--- config.mk ---
export PLATFORM = sky130hd
export DESIGN_NAME = alu_exec_unit_flat
export DESIGN_NICKNAME = d
export VERILOG_FILES = /design/src/rtl/alu_exec_unit_if.sv /design/src/rtl/alu_exec_unit.sv /design/src/flat_wrapper.sv
export SDC_FILE = /design/constraint.sdc
export NUM_CORES = 1
export LEC_CHECK = 0
export CORE_MARGIN = 10
export CORE_UTILIZATION = 40
export CTS_CLUSTER_SIZE = 14
export DETAILED_ROUTE_END_ITERATION = 6
export REMOVE_ABC_BUFFERS = 1
export SYNTH_ARGS = -nofsm -noshare
export SYNTH_HDL_FRONTEND = slang
export SYNTH_SLANG_ARGS = --single-unit
--- constraint.sdc ---
create_clock -name Clk -period 5 [get_ports Clk]
set_input_delay 0.75 -clock Clk [delete_from_list [all_inputs] [get_ports Clk]]
set_output_delay 0.75 -clock Clk [all_outputs]
set_load 0.02 [all_outputs]
--- src/rtl/alu_exec_unit_if.sv ---
// Operand/result handshake bundle for alu_exec_unit.
// Overflow exists only when ALU_OVF_TRAP_EN is defined.
interface alu_exec_unit_if #(
  parameter int WIDTH = 32
);
  logic             InValid;
  logic             InReady;
  logic [1:0]       ALUOp;
  logic [5:0]       FuncCode;
  logic [WIDTH-1:0] A;
  logic [WIDTH-1:0] B;
  logic             OutValid;
  logic             OutReady;
  logic [WIDTH-1:0] Result;
  logic             Zero;
  logic [3:0]       ALUctl;
  logic [WIDTH-1:0] Hi;
  logic [WIDTH-1:0] Lo;
`ifdef ALU_OVF_TRAP_EN
  logic             Overflow;
`endif

  modport master (
    output InValid, ALUOp, FuncCode, A, B, OutReady,
`ifdef ALU_OVF_TRAP_EN
    input  Overflow,
`endif
    input  InReady, OutValid, Result, Zero, ALUctl, Hi, Lo
  );

  modport slave (
    input  InValid, ALUOp, FuncCode, A, B, OutReady,
`ifdef ALU_OVF_TRAP_EN
    output Overflow,
`endif
    output InReady, OutValid, Result, Zero, ALUctl, Hi, Lo
  );
endinterface

--- src/rtl/alu_exec_unit.sv ---
// MIPS execute unit: ALUOp/funct decode, single-cycle ALU, iterative multu with HI/LO.
// Define ALU_OVF_TRAP_EN to add the Overflow output (signed add/sub overflow, illegal op).
module alu_exec_unit #(
  parameter int WIDTH = 32,
  parameter int CNT_W = 6
) (
  input  logic            Clk,
  input  logic            Reset,
  alu_exec_unit_if.slave  bus
);

  typedef enum logic [1:0] {IDLE, MUL, DONE} state_t;

  localparam logic [3:0] CTL_AND   = 4'b0000;
  localparam logic [3:0] CTL_OR    = 4'b0001;
  localparam logic [3:0] CTL_ADD   = 4'b0010;
  localparam logic [3:0] CTL_SUB   = 4'b0110;
  localparam logic [3:0] CTL_SLT   = 4'b0111;
  localparam logic [3:0] CTL_MULTU = 4'b1000;
  localparam logic [3:0] CTL_MFHI  = 4'b1001;
  localparam logic [3:0] CTL_MFLO  = 4'b1010;
  localparam logic [3:0] CTL_NOR   = 4'b1100;
  localparam logic [3:0] CTL_ILL   = 4'b1111;

  function automatic logic [3:0] decode(input logic [1:0] op, input logic [5:0] fn);
    case (op)
      2'b00:   return CTL_ADD;
      2'b01:   return CTL_SUB;
      2'b10: begin
        case (fn)
          6'b100000: return CTL_ADD;
          6'b100010: return CTL_SUB;
          6'b100100: return CTL_AND;
          6'b100101: return CTL_OR;
          6'b100111: return CTL_NOR;
          6'b101010: return CTL_SLT;
          6'b011001: return CTL_MULTU;
          6'b010000: return CTL_MFHI;
          6'b010010: return CTL_MFLO;
          default:   return CTL_ILL;
        endcase
      end
      default: return CTL_ILL;
    endcase
  endfunction

  state_t             state_q;
  logic               in_ready_q;
  logic               out_valid_q;
  logic [WIDTH-1:0]   result_q;
  logic               zero_q;
  logic [3:0]         ctl_q;
  logic [WIDTH-1:0]   hi_q;
  logic [WIDTH-1:0]   lo_q;
  logic [WIDTH-1:0]   mcand_q;
  logic [2*WIDTH-1:0] prod_q;
  logic [CNT_W-1:0]   cnt_q;

  logic [3:0]         ctl_d;
  logic [WIDTH-1:0]   sum;
  logic [WIDTH-1:0]   diff;
  logic [WIDTH-1:0]   alu_res;
  logic [WIDTH:0]     madd;
  logic [2*WIDTH-1:0] prod_step;

  // NOTE: every always_comb output gets a default first so no path leaves it unassigned (no latch).
  always_comb begin
    ctl_d   = decode(bus.ALUOp, bus.FuncCode);
    sum     = bus.A + bus.B;
    diff    = bus.A - bus.B;
    alu_res = '0;
    case (ctl_d)
      CTL_ADD:  alu_res = sum;
      CTL_SUB:  alu_res = diff;
      CTL_AND:  alu_res = bus.A & bus.B;
      CTL_OR:   alu_res = bus.A | bus.B;
      CTL_NOR:  alu_res = ~(bus.A | bus.B);
      CTL_SLT:  alu_res = {{(WIDTH-1){1'b0}}, ($signed(bus.A) < $signed(bus.B))};
      CTL_MFHI: alu_res = hi_q;
      CTL_MFLO: alu_res = lo_q;
      default:  alu_res = '0;
    endcase
  end

  // Shift-add step: low half of prod_q holds the remaining multiplier bits.
  always_comb begin
    madd      = {1'b0, prod_q[2*WIDTH-1:WIDTH]} + (prod_q[0] ? {1'b0, mcand_q} : '0);
    prod_step = {madd, prod_q[WIDTH-1:1]};
  end

`ifdef ALU_OVF_TRAP_EN
  logic ovf_d;
  logic ovf_q;

  always_comb begin
    case (ctl_d)
      CTL_ADD: ovf_d = (bus.A[WIDTH-1] == bus.B[WIDTH-1]) && (sum[WIDTH-1] != bus.A[WIDTH-1]);
      CTL_SUB: ovf_d = (bus.A[WIDTH-1] != bus.B[WIDTH-1]) && (diff[WIDTH-1] != bus.A[WIDTH-1]);
      CTL_ILL: ovf_d = 1'b1;
      default: ovf_d = 1'b0;
    endcase
  end

  always_ff @(posedge Clk) begin
    if (Reset) begin
      ovf_q <= 1'b0;
    end else if (state_q == IDLE && bus.InValid) begin
      ovf_q <= ovf_d;
    end else if (state_q == MUL && cnt_q == CNT_W'(WIDTH)) begin
      ovf_q <= 1'b0;
    end
  end

  assign bus.Overflow = ovf_q;
`endif

  // NOTE: sequential state uses non-blocking assignments so every register samples pre-edge values.
  always_ff @(posedge Clk) begin
    if (Reset) begin
      state_q     <= IDLE;
      in_ready_q  <= 1'b1;
      out_valid_q <= 1'b0;
      result_q    <= '0;
      zero_q      <= 1'b1;
      ctl_q       <= '0;
      hi_q        <= '0;
      lo_q        <= '0;
      mcand_q     <= '0;
      prod_q      <= '0;
      cnt_q       <= '0;
    end else begin
      case (state_q)
        IDLE: begin
          if (bus.InValid) begin
            ctl_q      <= ctl_d;
            in_ready_q <= 1'b0;
            if (ctl_d == CTL_MULTU) begin
              mcand_q <= bus.A;
              prod_q  <= {{WIDTH{1'b0}}, bus.B};
              cnt_q   <= '0;
              state_q <= MUL;
            end else begin
              result_q    <= alu_res;
              zero_q      <= (alu_res == '0);
              out_valid_q <= 1'b1;
              state_q     <= DONE;
            end
          end
        end
        MUL: begin
          // WIDTH step cycles, then one cycle to publish the product.
          if (cnt_q == CNT_W'(WIDTH)) begin
            hi_q        <= prod_q[2*WIDTH-1:WIDTH];
            lo_q        <= prod_q[WIDTH-1:0];
            result_q    <= prod_q[WIDTH-1:0];
            zero_q      <= (prod_q[WIDTH-1:0] == '0);
            out_valid_q <= 1'b1;
            state_q     <= DONE;
          end else begin
            prod_q <= prod_step;
            cnt_q  <= cnt_q + 1'b1;
          end
        end
        DONE: begin
          if (bus.OutReady) begin
            out_valid_q <= 1'b0;
            in_ready_q  <= 1'b1;
            state_q     <= IDLE;
          end
        end
        default: state_q <= IDLE;
      endcase
    end
  end

  assign bus.InReady  = in_ready_q;
  assign bus.OutValid = out_valid_q;
  assign bus.Result   = result_q;
  assign bus.Zero     = zero_q;
  assign bus.ALUctl   = ctl_q;
  assign bus.Hi       = hi_q;
  assign bus.Lo       = lo_q;

endmodule

--- src/flat_wrapper.sv ---
// flat-port wrapper written by rule: the top's interface ports become plain ports
module alu_exec_unit_flat 
#(
  parameter int WIDTH = 32,
  parameter int CNT_W = 6
)
  (Clk, Reset, bus_InValid, bus_ALUOp, bus_FuncCode, bus_A, bus_B, bus_OutReady, bus_InReady, bus_OutValid, bus_Result, bus_Zero, bus_ALUctl, bus_Hi, bus_Lo);
  alu_exec_unit_if #(.WIDTH(WIDTH)) bus_i ();
  input  logic Clk;
  input  logic Reset;
  input wire logic [$bits(bus_i.InValid)-1:0] bus_InValid;
  input wire logic [$bits(bus_i.ALUOp)-1:0] bus_ALUOp;
  input wire logic [$bits(bus_i.FuncCode)-1:0] bus_FuncCode;
  input wire logic [$bits(bus_i.A)-1:0] bus_A;
  input wire logic [$bits(bus_i.B)-1:0] bus_B;
  input wire logic [$bits(bus_i.OutReady)-1:0] bus_OutReady;
  output wire logic [$bits(bus_i.InReady)-1:0] bus_InReady;
  output wire logic [$bits(bus_i.OutValid)-1:0] bus_OutValid;
  output wire logic [$bits(bus_i.Result)-1:0] bus_Result;
  output wire logic [$bits(bus_i.Zero)-1:0] bus_Zero;
  output wire logic [$bits(bus_i.ALUctl)-1:0] bus_ALUctl;
  output wire logic [$bits(bus_i.Hi)-1:0] bus_Hi;
  output wire logic [$bits(bus_i.Lo)-1:0] bus_Lo;
  assign bus_i.InValid = bus_InValid;
  assign bus_i.ALUOp = bus_ALUOp;
  assign bus_i.FuncCode = bus_FuncCode;
  assign bus_i.A = bus_A;
  assign bus_i.B = bus_B;
  assign bus_i.OutReady = bus_OutReady;
  assign bus_InReady = bus_i.InReady;
  assign bus_OutValid = bus_i.OutValid;
  assign bus_Result = bus_i.Result;
  assign bus_Zero = bus_i.Zero;
  assign bus_ALUctl = bus_i.ALUctl;
  assign bus_Hi = bus_i.Hi;
  assign bus_Lo = bus_i.Lo;
  alu_exec_unit #(.WIDTH(WIDTH), .CNT_W(CNT_W)) u_core (.Clk(Clk), .Reset(Reset), .bus(bus_i));
endmodule
Word-level counts from Yosys, hierarchy flattened
Index checks and enable logic that the tools add are counted.
{"block": "word_totals", "in_bits": 76, "output_inout_bits": 103, "elab_cells": 96, "regBits": 207}
{"block": "op_classes", "n_mux": 33, "eq_ne": 28, "n_addsub": 4, "n_reduce_logical": 16, "magnitude_cmp": 1, "bitwise_logic": 3}
{"op": "$pmux W32 S8", "count": 1}
{"op": "$mux W64", "count": 3}
{"op": "$mux W32", "count": 4}
{"op": "$pmux W64 S2", "count": 1}
{"op": "$logic_not A32 Y1", "count": 2}
{"op": "$pmux W32 S2", "count": 1}
{"op": "$eq A6 B6 Y1 const B", "count": 7}
{"op": "$pmux W4 S9", "count": 1}
{"op": "$add A32 B33 Y33", "count": 1}
{"op": "$add A32 B32 Y32", "count": 1}
{"op": "$and A32 B32 Y32", "count": 1}
{"op": "$lt A32 B32 Y1", "count": 1}
{"op": "$not A32 Y32", "count": 1}
{"op": "$or A32 B32 Y32", "count": 1}
{"op": "$sub A32 B32 Y32", "count": 1}
{"op": "$eq A6 B5 Y1 const B", "count": 3}
{"op": "$mux W6", "count": 3}
{"op": "$eq A4 B4 Y1 const B", "count": 4}
{"op": "$pmux W4 S3", "count": 1}
{"op": "$pmux W6 S2", "count": 1}
{"op": "$mux W1", "count": 9}
{"op": "$reduce_and A3 Y1", "count": 3}
{"op": "$eq A4 B3 Y1 const B", "count": 2}
{"op": "$mux W2", "count": 4}
{"op": "other kinds (17)", "count": 28}

Logic depth before layout (Yosys ltp)
{"block": "logic_depth", "ltp_word": 9, "ltp_mapped": 17, "depth_no_buf": 16}

Worst setup path after synthesis
No wires, ideal clock.
{"block": "synth_path", "path_kind": "input to register", "startpoint": "in bus_A[0]", "endpoint": "reg u_core.zero_q, in the netlist u_core.bus.Zero", "path_slack_ns": 1.251, "required_time_ns": 4.931, "cell_stages": 16, "arrival_ns": 3.681, "setup_time_ns": 0.069, "cell_sequence": "inv_1 > ha_1 > inv_1 > fa_1 > nor2b_1 > o21ai_0 > a21oi_2 > o31ai_1 > o211ai_2 > o2111a_1 > a211o_1 > nor4_2 > nand4_1 > nor4_1 > nand4b_1 > o21ai_1"}
{"block": "synth_via", "elab_chain_len": 7, "word_cells_on_any_way": 11, "cone_classes": "add/sub (2); order compare (1); mux (4); bitwise (3); reduce/logical (1)"}
{"item": "start, declared", "line": "flat_wrapper.sv:14", "source": "input wire logic [$bits(bus_i.A)-1:0] bus_A;"}
{"item": "parallel branches: the longest is 2 deep, another holds $sub A32 B32 Y32"}
{"item": "$pmux W32 S8 *", "line": "alu_exec_unit.sv:72", "source": "case (ctl_d)"}
{"item": "$logic_not A32 Y1 *", "line": "alu_exec_unit.sv:144", "source": "zero_q <= (alu_res == '0);"}
{"item": "$mux W1 *", "line": "alu_exec_unit.sv:137", "source": "if (ctl_d == CTL_MULTU) begin"}
{"item": "$mux W1 *", "line": "alu_exec_unit.sv:134", "source": "if (bus.InValid) begin"}
{"item": "$pmux W1 S2 *", "line": "alu_exec_unit.sv:132", "source": "case (state_q)"}
{"item": "end signal, assigned", "line": "alu_exec_unit.sv:144"}
{"item": "end signal, assigned", "line": "alu_exec_unit.sv:156", "source": "zero_q <= (prod_q[WIDTH-1:0] == '0);"}
{"item": "end, declared", "line": "alu_exec_unit.sv:51", "source": "logic zero_q;"}
Mark *: on every way between the ends. The select of a mux whose other input is x is not followed.
A chain may end at the register's enable or synchronous reset.

Worst setup path after layout
{"block": "layout_path", "startpoint": "in bus_FuncCode[2]", "endpoint": "reg u_core.zero_q, in the netlist u_core.bus.Zero"}
{"block": "layout_via", "elab_chain_len": 9, "word_cells_on_any_way": 27, "cone_classes": "eq/ne (18); mux (6); reduce/logical (3)"}
{"item": "start, declared", "line": "flat_wrapper.sv:13", "source": "input wire logic [$bits(bus_i.FuncCode)-1:0] bus_FuncCode;"}
{"item": "$eq A6 B5 Y1 / $eq A6 B6 Y1 (equally long branches)", "line": "alu_exec_unit.sv:30", "source": "case (fn)"}
{"item": "$pmux W4 S9 *", "line": "alu_exec_unit.sv:30"}
{"item": "$pmux W4 S3 *", "line": "alu_exec_unit.sv:26", "source": "case (op)"}
{"item": "$eq A4 B4 Y1, or another cell as far along", "line": "alu_exec_unit.sv:72"}
{"item": "$pmux W32 S8", "line": "alu_exec_unit.sv:72"}
{"item": "$logic_not A32 Y1", "line": "alu_exec_unit.sv:144"}
{"item": "$mux W1", "line": "alu_exec_unit.sv:137"}
{"item": "$mux W1", "line": "alu_exec_unit.sv:134"}
{"item": "$pmux W1 S2", "line": "alu_exec_unit.sv:132"}
Every way passes the cells marked *; elsewhere a longest branch is shown, timed or not. The select of a mux whose other input is x is not followed.

==> flow_metrics.env <==
export IMPL_ys_ff_latch=207
export IMPL_met2WireLength_mm=27.4
export IMPL_wl_met1_mm=31.6
export IMPL_holdWs_ns=0.450
export IMPL_drc_errors=1
export IMPL_worstPathMaxFanout=11
export IMPL_viasPerCell=5.92
export IMPL_status="finished with violations"
export IMPL_grt_pass1_wl_mm=98.1
export IMPL_timing_final_ws_setup_ns=0.456
export IMPL_synth_area_um2=15300
export IMPL_crit_required_ns=5.48
export IMPL_rsz0062_at_grt="no"
export IMPL_synth_edf_count=0
export IMPL_post_drt_wl_per_cell_um=23.9
export IMPL_syn_inst=2065
export IMPL_antenna_found_initial=1
export IMPL_power_density_nw_per_um2=249
export IMPL_drt_pre_antenna_iters=7
export IMPL_async_flop_share_pct=0
export IMPL_synthToLayoutAreaGrowth_pct=24.3
export IMPL_track_usage_pct=27.1
export IMPL_grt_overflow_total=0
export IMPL_critPathCaptureType="flop"
export IMPL_critPathLaunchType="primary input"
export IMPL_timing_slew_headroom_pct=22.6
export IMPL_period_minus_slack_ns=4.54
export IMPL_gp_congestion=0.976
export IMPL_period_share_pct=90.9
export IMPL_ios=179
export IMPL_dr_wl_met3_mm=5.82
export IMPL_cts_path_max_buffers=3
export IMPL_cp_arrival_ns=5.03
export IMPL_cts_resized=0
export IMPL_worstHoldPathCells=2
export IMPL_ant_nets=0
export IMPL_die_h_um=215
export IMPL_finalMaxSlewViolations=0
export IMPL_diodes=0
export IMPL_final_setup_viol_count=0
export IMPL_post_cts_buffers=0
export IMPL_grt_max_degree=76
export IMPL_dp_cells=2725
export IMPL_cts_hold_buffers=0
export IMPL_placed_area_um2=18100
export IMPL_fin_cells=2770
export IMPL_fmaxAchievable_ghz=0.220
export IMPL_routed_top_layer="met4"
export IMPL_hold_viol_final=0
export IMPL_fin_skew_ns=0.0155
export IMPL_drive_above_1_share_pct=9.07
export IMPL_cts_htree_levels=1
export IMPL_pre_cts_ws_ns=-0.00538
export IMPL_via_count=16400
export IMPL_core_area_um2=37700
export IMPL_synth_flop_cell="dfxtp_1"
export IMPL_worst_slew_pin_slew_ns=1.15
export IMPL_routed_wl_mm=66.3
export IMPL_ff2ff_path_depth=15
export IMPL_cts_buffers=25
export IMPL_start_util_pct=40.5
export IMPL_leakagePower_nw=7.55
export IMPL_synth_yosys_seq_area_share_pct=27.1
export IMPL_drv_cap=0
export IMPL_fin_tns_setup_ns=0
export IMPL_ys_types=92
export IMPL_hpwl_mm=51.2
export IMPL_violations="DRC"
export IMPL_fin_area_um2=19000
export IMPL_hold_path_class="reg2reg"
export IMPL_clkTransAtPathRegs_ns=0.06
export IMPL_rows=71
export IMPL_irDropWorstVdd_mv=0.221
export IMPL_die_w_um=215
export IMPL_io_buffers=178
export IMPL_cts_tree="done"
export IMPL_nFillCells=3802
export IMPL_worstSetupPathType="in2reg"
export IMPL_initialDrtViolationCount=1613
export IMPL_grt_pass1_vias=15100
export IMPL_cts_sinks=207
export IMPL_syn_area_per_cell_um2=7.39
export IMPL_clk_latency_ns=0.55
export IMPL_yosysWarnings=0
export IMPL_cts_root_buf="clkbuf_16"
export IMPL_nNetsFinal=2450
export IMPL_die_area_um2=46400
[layout by cell type (no fill, tap or decap), drive strengths merged, types with 19 or more instances in the layout]
cell / n
o21ai: 60
a311oi: 33
a211oi: 36
nand3: 31
nor2: 167
nor4: 19
dfxtp: 207
nand2: 367
inv: 111
o211ai: 30
a21o: 30
nor3: 30
clkbuf: 30
ha: 130
a222oi: 19
and2: 39
clkdlybuf4s50: 177
a21oi: 269
buf: 111
xnor2: 40
[cells in the mapped netlist, types with 8 or more instances]
cell | number | area share (%)
a22oi_1 | 16 | 0.79
a211o_1 | 10 | 0.57
xnor2_1 | 40 | 2.3
or3_1 | 16 | 0.66
and3_1 | 9 | 0.37
o31ai_1 | 18 | 0.89
a311oi_1 | 32 | 1.8
mux2i_1 | 8 | 0.52
dfxtp_1 | 207 | 27
nand2_1 | 367 | 9.0
a22o_1 | 13 | 0.75
nor4_1 | 18 | 0.74
nor2b_1 | 15 | 0.61
a21oi_1 | 266 | 8.7
nand4_1 | 18 | 0.74
a211oi_1 | 32 | 1.6
o21ai_1 | 14 | 0.46
a21o_1 | 30 | 1.5
nand3_1 | 30 | 0.98
a221oi_1 | 10 | 0.57
nand2b_1 | 11 | 0.45
nor2_1 | 167 | 4.1
a222oi_1 | 19 | 1.2
o21ai_0 | 45 | 1.5
o211ai_1 | 28 | 1.4
and2_1 | 38 | 1.6
or2_2 | 11 | 0.45
xor2_1 | 10 | 0.57
nor3_1 | 30 | 0.98
ha_1 | 130 | 11
buf_2 | 19 | 0.62
inv_1 | 109 | 2.7
clkbuf_1 | 103 | 2.5
o21bai_1 | 18 | 0.89
[critical path, cell delays in order]
cell             delay [ns]
clkdlybuf4s50_1        0.62
nor3b_4                0.39
o21ai_2                0.18
buf_4                  0.20
a31oi_4                0.34
mux2i_1                0.27
xnor2_1                0.12
a211oi_1               0.61
o2111ai_1              0.24
nor4_1                 0.45
nand4_1                0.16
nor4_1                 0.39
nand4b_1               0.15
o21ai_1                0.15
[per-stage QoR]
step                total power, mW  utilization (%)
floorplan                      2.26                -
global placement               2.74             48.0
detailed placement             2.73             48.0
CTS                            4.73             50.4
global route                   4.89             50.4
finish                         4.72             50.4
[where the power goes]
group          total [mW]  switching (mW)  internal, mW
logic                1.03           0.624         0.409
registers            1.69          0.0163          1.67
clock network        2.00           0.769          1.23
[final timing paths]
path	slack (ns)	end	startpoint
worst max-delay path	0.46	u_core.bus.Zero$_SDFFE_PP1P_	bus_FuncCode[2]
worst min-delay path	0.45	u_core.mcand_q[3]$_SDFFE_PP0P_	u_core.mcand_q[3]$_SDFFE_PP0P_
worst max register to register	1.03	u_core.prod_q[61]$_SDFFE_PP0P_	u_core.prod_q[0]$_SDFFE_PP0P_
worst min register to register	0.45	u_core.mcand_q[3]$_SDFFE_PP0P_	u_core.mcand_q[3]$_SDFFE_PP0P_
[flip-flops by register name, indices dropped and copies added (netlist names)]
signal,cells
u_core.mcand_q,32
u_core.bus.OutValid,1
u_core.state_q,2
u_core.bus.InReady,1
u_core.bus.Lo,32
u_core.bus.ALUctl,4
u_core.bus.Result,32
u_core.prod_q,64
u_core.bus.Zero,1
u_core.bus.Hi,32
u_core.cnt_q,6
[cell families after synthesis]
kind of cell	after synthesis	synth area share, %
simple gates	765	22.8
compound gates	653	29.0
buf+inv	249	6.65
flops	207	27.1
fa+ha+maj	133	11.0
xor+xnor	50	2.87
mux	8	0.525
[layout make-up]
type / count / area [um^2] / share of cell area (%)
multi-input cells: 1609 / 10200 / 53.6
clock inverters: 15 / 210 / 1.11
well taps: 511 / 639 / 3.37
inverters: 110 / 413 / 2.18
flip-flops and latches: 207 / 4140 / 21.8
clock buffers: 30 / 684 / 3.61
repair buffers: 288 / 2720 / 14.3
[routing by layer]
metal,track usage (%),vias up
met5,0,-
met4,6.27,0
met3,3.96,93
met2,39.1,744
met1,40.9,7826
li1,-,7739
Power figures use the tool's default switching activity.
